`src/rtl/prf_writeback_arbiter.sv`:
```
// PRF write-port / CDB arbiter: three execution units (ALU, branch, LSU)
// each feed a small private FIFO, and a round-robin arbiter drains one
// queued result per cycle into registered PRF write and CDB broadcast outputs.
module prf_writeback_arbiter #(
    parameter int DATA_WIDTH  = 32,
    parameter int ADDR_WIDTH  = 7,
    parameter int QUEUE_DEPTH = 2
) (
    input  logic                  clk,
    input  logic                  rst_n,

    input  logic                  alu_valid,
    output logic                  alu_ready,
    input  logic                  alu_wen,
    input  logic [ADDR_WIDTH-1:0] alu_paddr,
    input  logic [DATA_WIDTH-1:0] alu_data,

    input  logic                  br_valid,
    output logic                  br_ready,
    input  logic                  br_wen,
    input  logic [ADDR_WIDTH-1:0] br_paddr,
    input  logic [DATA_WIDTH-1:0] br_data,

    input  logic                  lsu_valid,
    output logic                  lsu_ready,
    input  logic                  lsu_wen,
    input  logic [ADDR_WIDTH-1:0] lsu_paddr,
    input  logic [DATA_WIDTH-1:0] lsu_data,

    output logic                  prf_wen,
    output logic [ADDR_WIDTH-1:0] prf_waddr,
    output logic [DATA_WIDTH-1:0] prf_wdata,

    output logic                  cdb_valid,
    output logic [ADDR_WIDTH-1:0] cdb_tag,
    output logic [DATA_WIDTH-1:0] cdb_data
);

    localparam int NUM_SRC = 3;
    localparam int PTR_W   = $clog2(QUEUE_DEPTH);
    localparam int CNT_W   = $clog2(QUEUE_DEPTH + 1);
    localparam logic [CNT_W-1:0] DEPTH_C = CNT_W'(QUEUE_DEPTH);

    typedef enum logic [1:0] {
        SRC_ALU = 2'd0,
        SRC_BR  = 2'd1,
        SRC_LSU = 2'd2
    } src_e;

    // Source index reached by stepping 'offset' places round the ring from 'base'.
    function automatic int ringIndex(input int base, input int offset);
        int r;
        r = base + offset;
        if (r >= NUM_SRC) r = r - NUM_SRC;
        return r;
    endfunction

    // Source that follows 's' in the fixed ALU -> BR -> LSU -> ALU ring.
    function automatic src_e nextSrc(input src_e s);
        case (s)
            SRC_ALU: return SRC_BR;
            SRC_BR:  return SRC_LSU;
            default: return SRC_ALU;
        endcase
    endfunction

    logic                  srcValid [NUM_SRC];
    logic                  srcWen   [NUM_SRC];
    logic [ADDR_WIDTH-1:0] srcPaddr [NUM_SRC];
    logic [DATA_WIDTH-1:0] srcData  [NUM_SRC];
    logic                  srcReady [NUM_SRC];
    logic                  pushEn   [NUM_SRC];
    logic                  popEn    [NUM_SRC];

    logic [ADDR_WIDTH-1:0] qAddr_q [NUM_SRC][QUEUE_DEPTH];
    logic [DATA_WIDTH-1:0] qData_q [NUM_SRC][QUEUE_DEPTH];
    logic [PTR_W-1:0]      head_q  [NUM_SRC];
    logic [PTR_W-1:0]      head_d  [NUM_SRC];
    logic [PTR_W-1:0]      tail_q  [NUM_SRC];
    logic [PTR_W-1:0]      tail_d  [NUM_SRC];
    logic [CNT_W-1:0]      count_q [NUM_SRC];
    logic [CNT_W-1:0]      count_d [NUM_SRC];

    src_e                  rrPtr_q;
    src_e                  rrPtr_d;
    src_e                  grantSrc;
    logic                  grantValid;
    logic [ADDR_WIDTH-1:0] grantAddr;
    logic [DATA_WIDTH-1:0] grantData;

    logic                  prfWen_q;
    logic [ADDR_WIDTH-1:0] prfWaddr_q;
    logic [DATA_WIDTH-1:0] prfWdata_q;

    assign srcValid[0] = alu_valid;
    assign srcWen[0]   = alu_wen;
    assign srcPaddr[0] = alu_paddr;
    assign srcData[0]  = alu_data;
    assign srcValid[1] = br_valid;
    assign srcWen[1]   = br_wen;
    assign srcPaddr[1] = br_paddr;
    assign srcData[1]  = br_data;
    assign srcValid[2] = lsu_valid;
    assign srcWen[2]   = lsu_wen;
    assign srcPaddr[2] = lsu_paddr;
    assign srcData[2]  = lsu_data;

    // Ready comes from the registered count only, so a full queue stays not-ready even while it pops.
    always_comb begin
        for (int i = 0; i < NUM_SRC; i++) begin
            srcReady[i] = (count_q[i] < DEPTH_C);
        end
    end

    assign alu_ready = srcReady[0];
    assign br_ready  = srcReady[1];
    assign lsu_ready = srcReady[2];

    // Round-robin pick: first non-empty queue scanning the ring from the pointer.
    always_comb begin
        grantValid = 1'b0;
        grantSrc   = rrPtr_q;
        grantAddr  = '0;
        grantData  = '0;
        for (int k = 0; k < NUM_SRC; k++) begin
            int cand;
            cand = ringIndex(int'(rrPtr_q), k);
            if (!grantValid && (count_q[cand] != '0)) begin
                grantValid = 1'b1;
                grantSrc   = src_e'(cand[1:0]);
                grantAddr  = qAddr_q[cand][head_q[cand]];
                grantData  = qData_q[cand][head_q[cand]];
            end
        end
        rrPtr_d = grantValid ? nextSrc(grantSrc) : rrPtr_q;
    end

    // Queue bookkeeping: results without a destination, or aimed at P0, are accepted but dropped.
    always_comb begin
        for (int i = 0; i < NUM_SRC; i++) begin
            pushEn[i]  = srcValid[i] && srcReady[i] && srcWen[i] && (srcPaddr[i] != '0);
            popEn[i]   = grantValid && (int'(grantSrc) == i);
            head_d[i]  = popEn[i]  ? head_q[i] + PTR_W'(1) : head_q[i];
            tail_d[i]  = pushEn[i] ? tail_q[i] + PTR_W'(1) : tail_q[i];
            count_d[i] = count_q[i];
            if (pushEn[i] && !popEn[i]) begin
                count_d[i] = count_q[i] + CNT_W'(1);
            end else if (popEn[i] && !pushEn[i]) begin
                count_d[i] = count_q[i] - CNT_W'(1);
            end
        end
    end

    // Queue pointers, occupancy and the round-robin pointer; reset empties every queue.
    always_ff @(posedge clk or negedge rst_n) begin
        if (!rst_n) begin
            for (int i = 0; i < NUM_SRC; i++) begin
                head_q[i]  <= '0;
                tail_q[i]  <= '0;
                count_q[i] <= '0;
            end
            rrPtr_q <= SRC_ALU;
        end else begin
            for (int i = 0; i < NUM_SRC; i++) begin
                head_q[i]  <= head_d[i];
                tail_q[i]  <= tail_d[i];
                count_q[i] <= count_d[i];
            end
            rrPtr_q <= rrPtr_d;
        end
    end

    // Queue storage needs no reset: entries are only read while the count says they are valid.
    always_ff @(posedge clk) begin
        for (int i = 0; i < NUM_SRC; i++) begin
            if (pushEn[i]) begin
                qAddr_q[i][tail_q[i]] <= srcPaddr[i];
                qData_q[i][tail_q[i]] <= srcData[i];
            end
        end
    end

    // Registered write/broadcast port: a grant loads the head entry, otherwise the enable drops.
    always_ff @(posedge clk or negedge rst_n) begin
        if (!rst_n) begin
            prfWen_q   <= 1'b0;
            prfWaddr_q <= '0;
            prfWdata_q <= '0;
        end else begin
            prfWen_q <= grantValid;
            if (grantValid) begin
                prfWaddr_q <= grantAddr;
                prfWdata_q <= grantData;
            end
        end
    end

    assign prf_wen   = prfWen_q;
    assign prf_waddr = prfWaddr_q;
    assign prf_wdata = prfWdata_q;
    assign cdb_valid = prfWen_q;
    assign cdb_tag   = prfWaddr_q;
    assign cdb_data  = prfWdata_q;

endmodule

```
`config.mk`:
```
export PLATFORM = sky130hd
export DESIGN_NAME = prf_writeback_arbiter
export DESIGN_NICKNAME = d
export VERILOG_FILES = /design/src/rtl/prf_writeback_arbiter.sv
export SDC_FILE = /design/constraint.sdc
export NUM_CORES = 1
export LEC_CHECK = 0
export CORE_ASPECT_RATIO = 1.75
export CORE_MARGIN = 2
export CORE_UTILIZATION = 45
export CTS_CLUSTER_SIZE = 10
export DETAILED_ROUTE_END_ITERATION = 6
export HOLD_SLACK_MARGIN = 0.06
export PLACE_DENSITY_LB_ADDON = 0.08
export SLEW_MARGIN = 0
export SYNTH_ARGS = -nofsm -noshare
export SYNTH_HDL_FRONTEND = slang
export SYNTH_SLANG_ARGS = --single-unit
```
`constraint.sdc`:
```
create_clock -name clk -period 3.6 [get_ports clk]
set_input_delay 0.36 -clock clk [delete_from_list [all_inputs] [get_ports clk]]
set_output_delay 0.36 -clock clk [all_outputs]
set_load 0.05 [all_outputs]
```
==> results of run 1 <==
==> power groups by stage <==
stage / sequential (W) / combinational (W) / clock (W)
floorplan: 0.00546 / 0.00857 / 0
global placement: 0.00495 / 0.0125 / 0
detailed placement: 0.00497 / 0.0125 / 0
CTS: 0.00491 / 0.0126 / 0.00325
global route: 0.00497 / 0.0134 / 0.00336
finish: 0.00490 / 0.0126 / 0.00319
==> per-layer routing <==
metal / routed length, µm / vias up / track usage [%]
li1: - / 5205 / -
met1: 17700 / 5756 / 29.9
met2: 25200 / 460 / 47.4
met3: 2550 / 131 / 3.23
met4: 1820 / 0 / 11.4
met5: 0 / - / 0
==> worst max path at each step <==
stage | from | endpoint | slack (ps) | depth (start not counted)
2_1_floorplan | alu_paddr[1] | qAddr_q[0][10] | 540 | 3
3_3_place_gp | rrPtr_q[0] | cdb_data[0] | 540 | 7
3_5_place_dp | rrPtr_q[0] | cdb_data[0] | 410 | 7
4_1_cts | rrPtr_q[0] | cdb_data[0] | 370 | 7
5_1_grt | rrPtr_q[0] | cdb_tag[4] | 190 | 7
6_report | rrPtr_q[0] | cdb_data[0] | 370 | 7
==> metrics by stage <==
stage | hold WS [ps] | total power, W | cell area (µm²) | std cells
after global placement | 515 | 0.0174 | 17900 | 1864
after floorplan | 64.4 | 0.0140 | 15600 | 1298
after detailed placement | 524 | 0.0175 | 17900 | 1864
after CTS | 381 | 0.0207 | 18900 | 1927
final | 398 | 0.0207 | 18900 | 1927
after global routing | 398 | 0.0217 | 18900 | 1927
==> final cells by class <==
class / count / share of cell area, %
Clock buffer: 57 / 5.08
Clock inverter: 5 / 0.199
Inverter: 8 / 0.159
Multi-Input combinational cell: 859 / 34.0
Sequential cell: 288 / 44.4
Tap cell: 460 / 3.05
Timing Repair Buffer: 250 / 13.1
==> synth_stat cells, types with 11 or more instances <==
master	n	share of area [%]
nand2_1	84	2.0
buf_4	50	2.4
mux2_4	11	1.1
o22ai_1	18	0.72
buf_2	30	0.96
a211oi_1	96	4.6
mux2_2	58	4.2
mux2i_1	183	12
nor3_1	22	0.71
clkbuf_1	47	1.1
a2111oi_0	28	1.6
nor2b_1	25	1.0
edfxtp_1	234	45
nor2_1	52	1.3
nor3b_1	31	1.5
o21ai_0	60	1.9
dfrtp_1	54	8.7
a21oi_1	94	3.0
==> flip-flops by register name (all words and copies together) (netlist names) <==
name,flops
cdb_tag,7
cdb_data,32
rrPtr_q,2
tail_q,3
head_q,3
cdb_valid,1
qAddr_q,42
count_q,6
qData_q,192
==> critical path, cell delays in order, from the launching register on <==
cell	delay [ps]
dfrtp_1	420
inv_1	140
ha_4	480
buf_4	690
or3_1	630
o21ai_0	210
a2111oi_0	390
a211oi_1	100
==> cell families (layout without fill, tap and decap cells) <==
family,count (synthesis),in the layout,share of synthesized area (%)
AOI/OAI and AO/OA,341,341,14.4
DFF,288,288,53.7
muxes,255,255,17.2
and+or+nand+nor,241,241,7.73
buffers and inverters,151,320,5.52
xor gates and xnor gates,15,15,0.842
adders and majority gates,7,7,0.562
==> what timing repair did <==
action	CTS	global route
endpoints found under the hold margin	54	0
hold buffers	1	0
gates resized for setup	0	0
==> impl_results.md, run 1 <==
- Status: completed
- Sw Ratio: 47.8%
- Syn_area_per_cell: 12.0 µm²
- Final hold violations: 0
- Hold crit path type: in2reg
- Final WS setup: 374 ps
- Drt drc: 0
- Internal power: 0.0108 W
- Max Root-Sink Buffers: 3
- Sequential power share: 23.7%
- Hold path cells: 1
- Max-slew violation count: 0
- P_sw: 0.00987 W
- Synth warn: 0
- Reg2Reg Depth: 7
- Post-DP HPWL: 30000 µm
- Die ar.: 0.0362 mm²
- Crit share post-route: 89.6%
- Number of H-tree levels: 2
- Worst Setup End Kind: register
- Slew Limit Headroom: 24.9%
- Chip height: 250 µm
- Post-Route Setup TNS: 0 ps
- Worst-path clk slew: 50 ps
- Storage element area: 0.00839 mm²
- Insertion delay to the later sink of the worst-skew pair: 540 ps
- CP Class: reg2reg
- Hold wc startpoint: br_data[31]
- Post-synth EDFFs: 234
- DRT Pass-1 Iters: 5
- Drt wl/cell: 24.6 µm
- R2r startpoint: rrPtr_q[0]
- Worst-Margin Slew: 1130 ps
- Largest net degree at the start of global routing: 80
- Clock Tree Root: clkbuf_16
- Post-Route Utilization: 55.0%
- Vias/cell: 5.99
- Setup-failing EPs final: 0
- Most frequent cells in the layout: edfxtp_1, clkdlybuf4s50_1, mux2i_1, a211oi_1, a21oi_1
- Dominant synthesized flop cell: edfxtp_1
- First-pass GRT wire length: 69200 µm
- Clock power frac: 15.4%
- # diodes: 0
- Number of fill cells: 2990
- Core region area: 0.0343 mm²
- Multi-input gate area: 0.00643 mm²
- Initial Util: 45.4%
- Gpl congestion: 0.824
- Hold Path End: qData_q[1][63]
- Synth Instances: 1298
- Minimum clock period: 3230 ps
- Place WS: 412 ps
- Max-cap viol count: 0
- Post-synthesis cell area: 0.0156 mm²
- Vias after detailed routing: 11600
- Post-CTS Repair Setup Buffers: 0
- Chip Width: 145 µm
- Commonest non-fill, non-tap cell in the layout: edfxtp_1
- Synth async-reset ratio: 18.8%
- Comb power frac: 60.8%
- Fmax: 310 MHz
- DRT Wirelength: 47300 µm
- PortBufs: 207
- Drt initial violations: 699
- Share of cells above drive strength 1: 12.7%
- # nets final: 1574
- Unrepaired setup endpoints after global routing: no
- Post-DRT Antenna Nets: 0
- Area growth syn-to-layout: 21.1%
- Initial antenna violation count: 0
- Maximum VDD drop: 0.000850 V
- Core Rows: 90
- CP required: 3980 ps
- Yosys reg bits: 288
- CTS tree: done
- R2R Path End: cdb_data[0]
- Io pins: 208
- Num CTS Buffers: 35
- CP Max Fanout: 72
- Power per cell area: 1090 mW/mm²
- Clock Skew: 20.3 ps
- Sink Count: 288
- R2R Setup Slk: 370 ps
- Syn Nets: 1430
- Remaining global-route overflow: 0
- Number of global-route vias before repair: 11800
- GR Util All Layers: 25.9%
- CP arrival: 3610 ps
- Lkg Pwr: 6.59 nW
- Fraction of the yosys area taken by sequential cells: 53.7%
- Distinct cells, synth: 56
- Critical Path Start Type: register
Power figures use the tool's default switching activity.
==> run 2, diff against run 1 <==
- CTS_BUF_LIST: not set -> sky130_fd_sc_hd__clkbuf_2 sky130_fd_sc_hd__clkbuf_4 sky130_fd_sc_hd__clkbuf_8
==> run 2 against run 1 <==
Final cell count up 1.0%. Wire length down 0.17%. Critical path depth is the same. Clock power decreased by 14%. Worst setup slack worse by 4.0 ps. First-iteration DRC count increased by 26%. Combinational power barely moved. Clock-buffer cell count increased by 8.
==> impl_results.md, run 2 (synthesis results as in run 1) <==
- Clock Skew: 23.5 ps
- Remaining global-route overflow: 0
- Sequential power share: 24.2%
- Post-DRT Antenna Nets: 0
- Initial antenna violation count: 0
- Drt wl/cell: 24.3 µm
- Crit share post-route: 89.7%
- CP required: 4050 ps
- Design Area, Final: 0.0188 mm²
- Unrepaired setup endpoints after global routing: no
- Sw Ratio: 48.5%
- Status: completed
- First-pass GRT wire length: 69200 µm
- Clock Tree Root: clkbuf_8
- Vias/cell: 5.90
- Largest net degree at the start of global routing: 80
- Post-Route Setup TNS: 0 ps
- Internal power: 0.0104 W
- Chip Width: 145 µm
- Initial Util: 45.4%
- Post-Route Utilization: 54.6%
- Slew Limit Headroom: 24.1%
- Clock power frac: 13.6%
- Core region area: 0.0343 mm²
- Worst Setup End Kind: register
- P_sw: 0.00981 W
- Chip height: 250 µm
- Post-Place Cell Area: 0.0179 mm²
- Worst-path clk slew: 60 ps
- Number of fill cells: 3033
- Sink Count: 288
- Max FFs per register: 192
- Io pins: 208
- Commonest non-fill, non-tap cell in the layout: edfxtp_1
- Gpl congestion: 0.824
- CP Class: reg2reg
- Final hold violations: 0
- Drt initial violations: 878
- PortBufs: 207
- Maximum VDD drop: 0.000858 V
- Worst-Margin Slew: 1140 ps
- Setup-failing EPs final: 0
- Lkg Pwr: 6.58 nW
- Fmax: 310 MHz
- Number of H-tree levels: 2
- GR Util All Layers: 25.9%
- Max Root-Sink Buffers: 3
- Share of cells above drive strength 1: 14.9%
- Minimum clock period: 3230 ps
- Max-slew violation count: 0
- CP arrival: 3680 ps
- Hold crit path type: in2reg
- Most frequent cells in the layout: edfxtp_1, clkdlybuf4s50_1, mux2i_1, a211oi_1, a21oi_1
- Number of global-route vias before repair: 11800
- DRT Wirelength: 47200 µm
- PnR Total Power: 0.0202 W
- Power per cell area: 1080 mW/mm²
- Vias after detailed routing: 11500
- DRT Pass-1 Iters: 5
- Insertion delay to the later sink of the worst-skew pair: 590 ps
- Post-DP HPWL: 30000 µm
- Critical Path Start Type: register
- CTS tree: done
- Fin Hold WS: 350 ps
- Core Rows: 90
- CP Max Fanout: 72
- Die ar.: 0.0362 mm²
- Post_cts resized: 0
- Drt drc: 0
- # nets final: 1583
- Area growth syn-to-layout: 20.4%
- Num CTS Buffers: 44
- Max-cap viol count: 0
- Comb power frac: 62.2%
## run 2: final cells by class
type / instances / area, µm² / area share [%]
multi-input cells: 859 / 6430 / 34.2
well taps: 460 / 576 / 3.07
clock inverters: 16 / 103 / 0.547
repair buffers: 250 / 2470 / 13.2
clock buffers: 65 / 776 / 4.13
diodes: 1 / 2.50 / 0.0133
inverters: 8 / 30.0 / 0.160
flip-flops and latches: 288 / 8390 / 44.7
## run 2: metrics by stage
stage                     worst slack, ps  instances
after floorplan                       539       1298
after global placement                539       1864
after detailed placement              412       1864
after CTS                             386       1946
after global routing                  186       1946
final                                 370       1947
## run 2: final timing paths
| path | from | endpoint | slack [ps] | cells past startpoint |
|---|---|---|---|---|
| setup reg to reg | rrPtr_q[0] | cdb_data[0] | 370 | 7 |
| setup / recovery | rrPtr_q[0] | cdb_data[0] | 370 | 7 |
| hold reg to reg | tail_q[1] | tail_q[1] | 540 | 1 |
| max in group asynchronous | rst_n | head_q[2] | 2390 | 2 |
| hold / removal | br_data[17] | qData_q[1][17] | 350 | 1 |
| min in group asynchronous | rst_n | cdb_data[30] | 460 | 2 |
## run 2: power groups by stage
stage / registers, W / logic, W / clock network (W)
3_5_place_dp: 0.00497 / 0.0125 / 0
5_1_grt: 0.00497 / 0.0134 / 0.00294
2_1_floorplan: 0.00546 / 0.00857 / 0
6_report: 0.00490 / 0.0126 / 0.00275
3_3_place_gp: 0.00495 / 0.0125 / 0
4_1_cts: 0.00491 / 0.0126 / 0.00281
## run 2: repair_timing
| item | 4_1_cts | 5_1_grt |
|---|---|---|
| hold endpoints to repair | 54 | 0 |
| buffers inserted | 0 | 0 |
| hold buffers | 1 | 0 |
## run 2: worst max-delay path, cell delays in order (launching register included)
cell and delay, ps:
dfrtp_1 430, inv_1 140, ha_4 480, buf_4 690, or3_1 630, o21ai_0 210
a2111oi_0 400, a211oi_1 100
## run 2: metal layers
metal	wire length (µm)	vias to the layer above	GRT usage, %
li1	-	5244	-
met1	17800	5688	29.6
met2	25300	435	47.7
met3	2370	122	3.33
met4	1790	0	10.8
met5	0	-	0
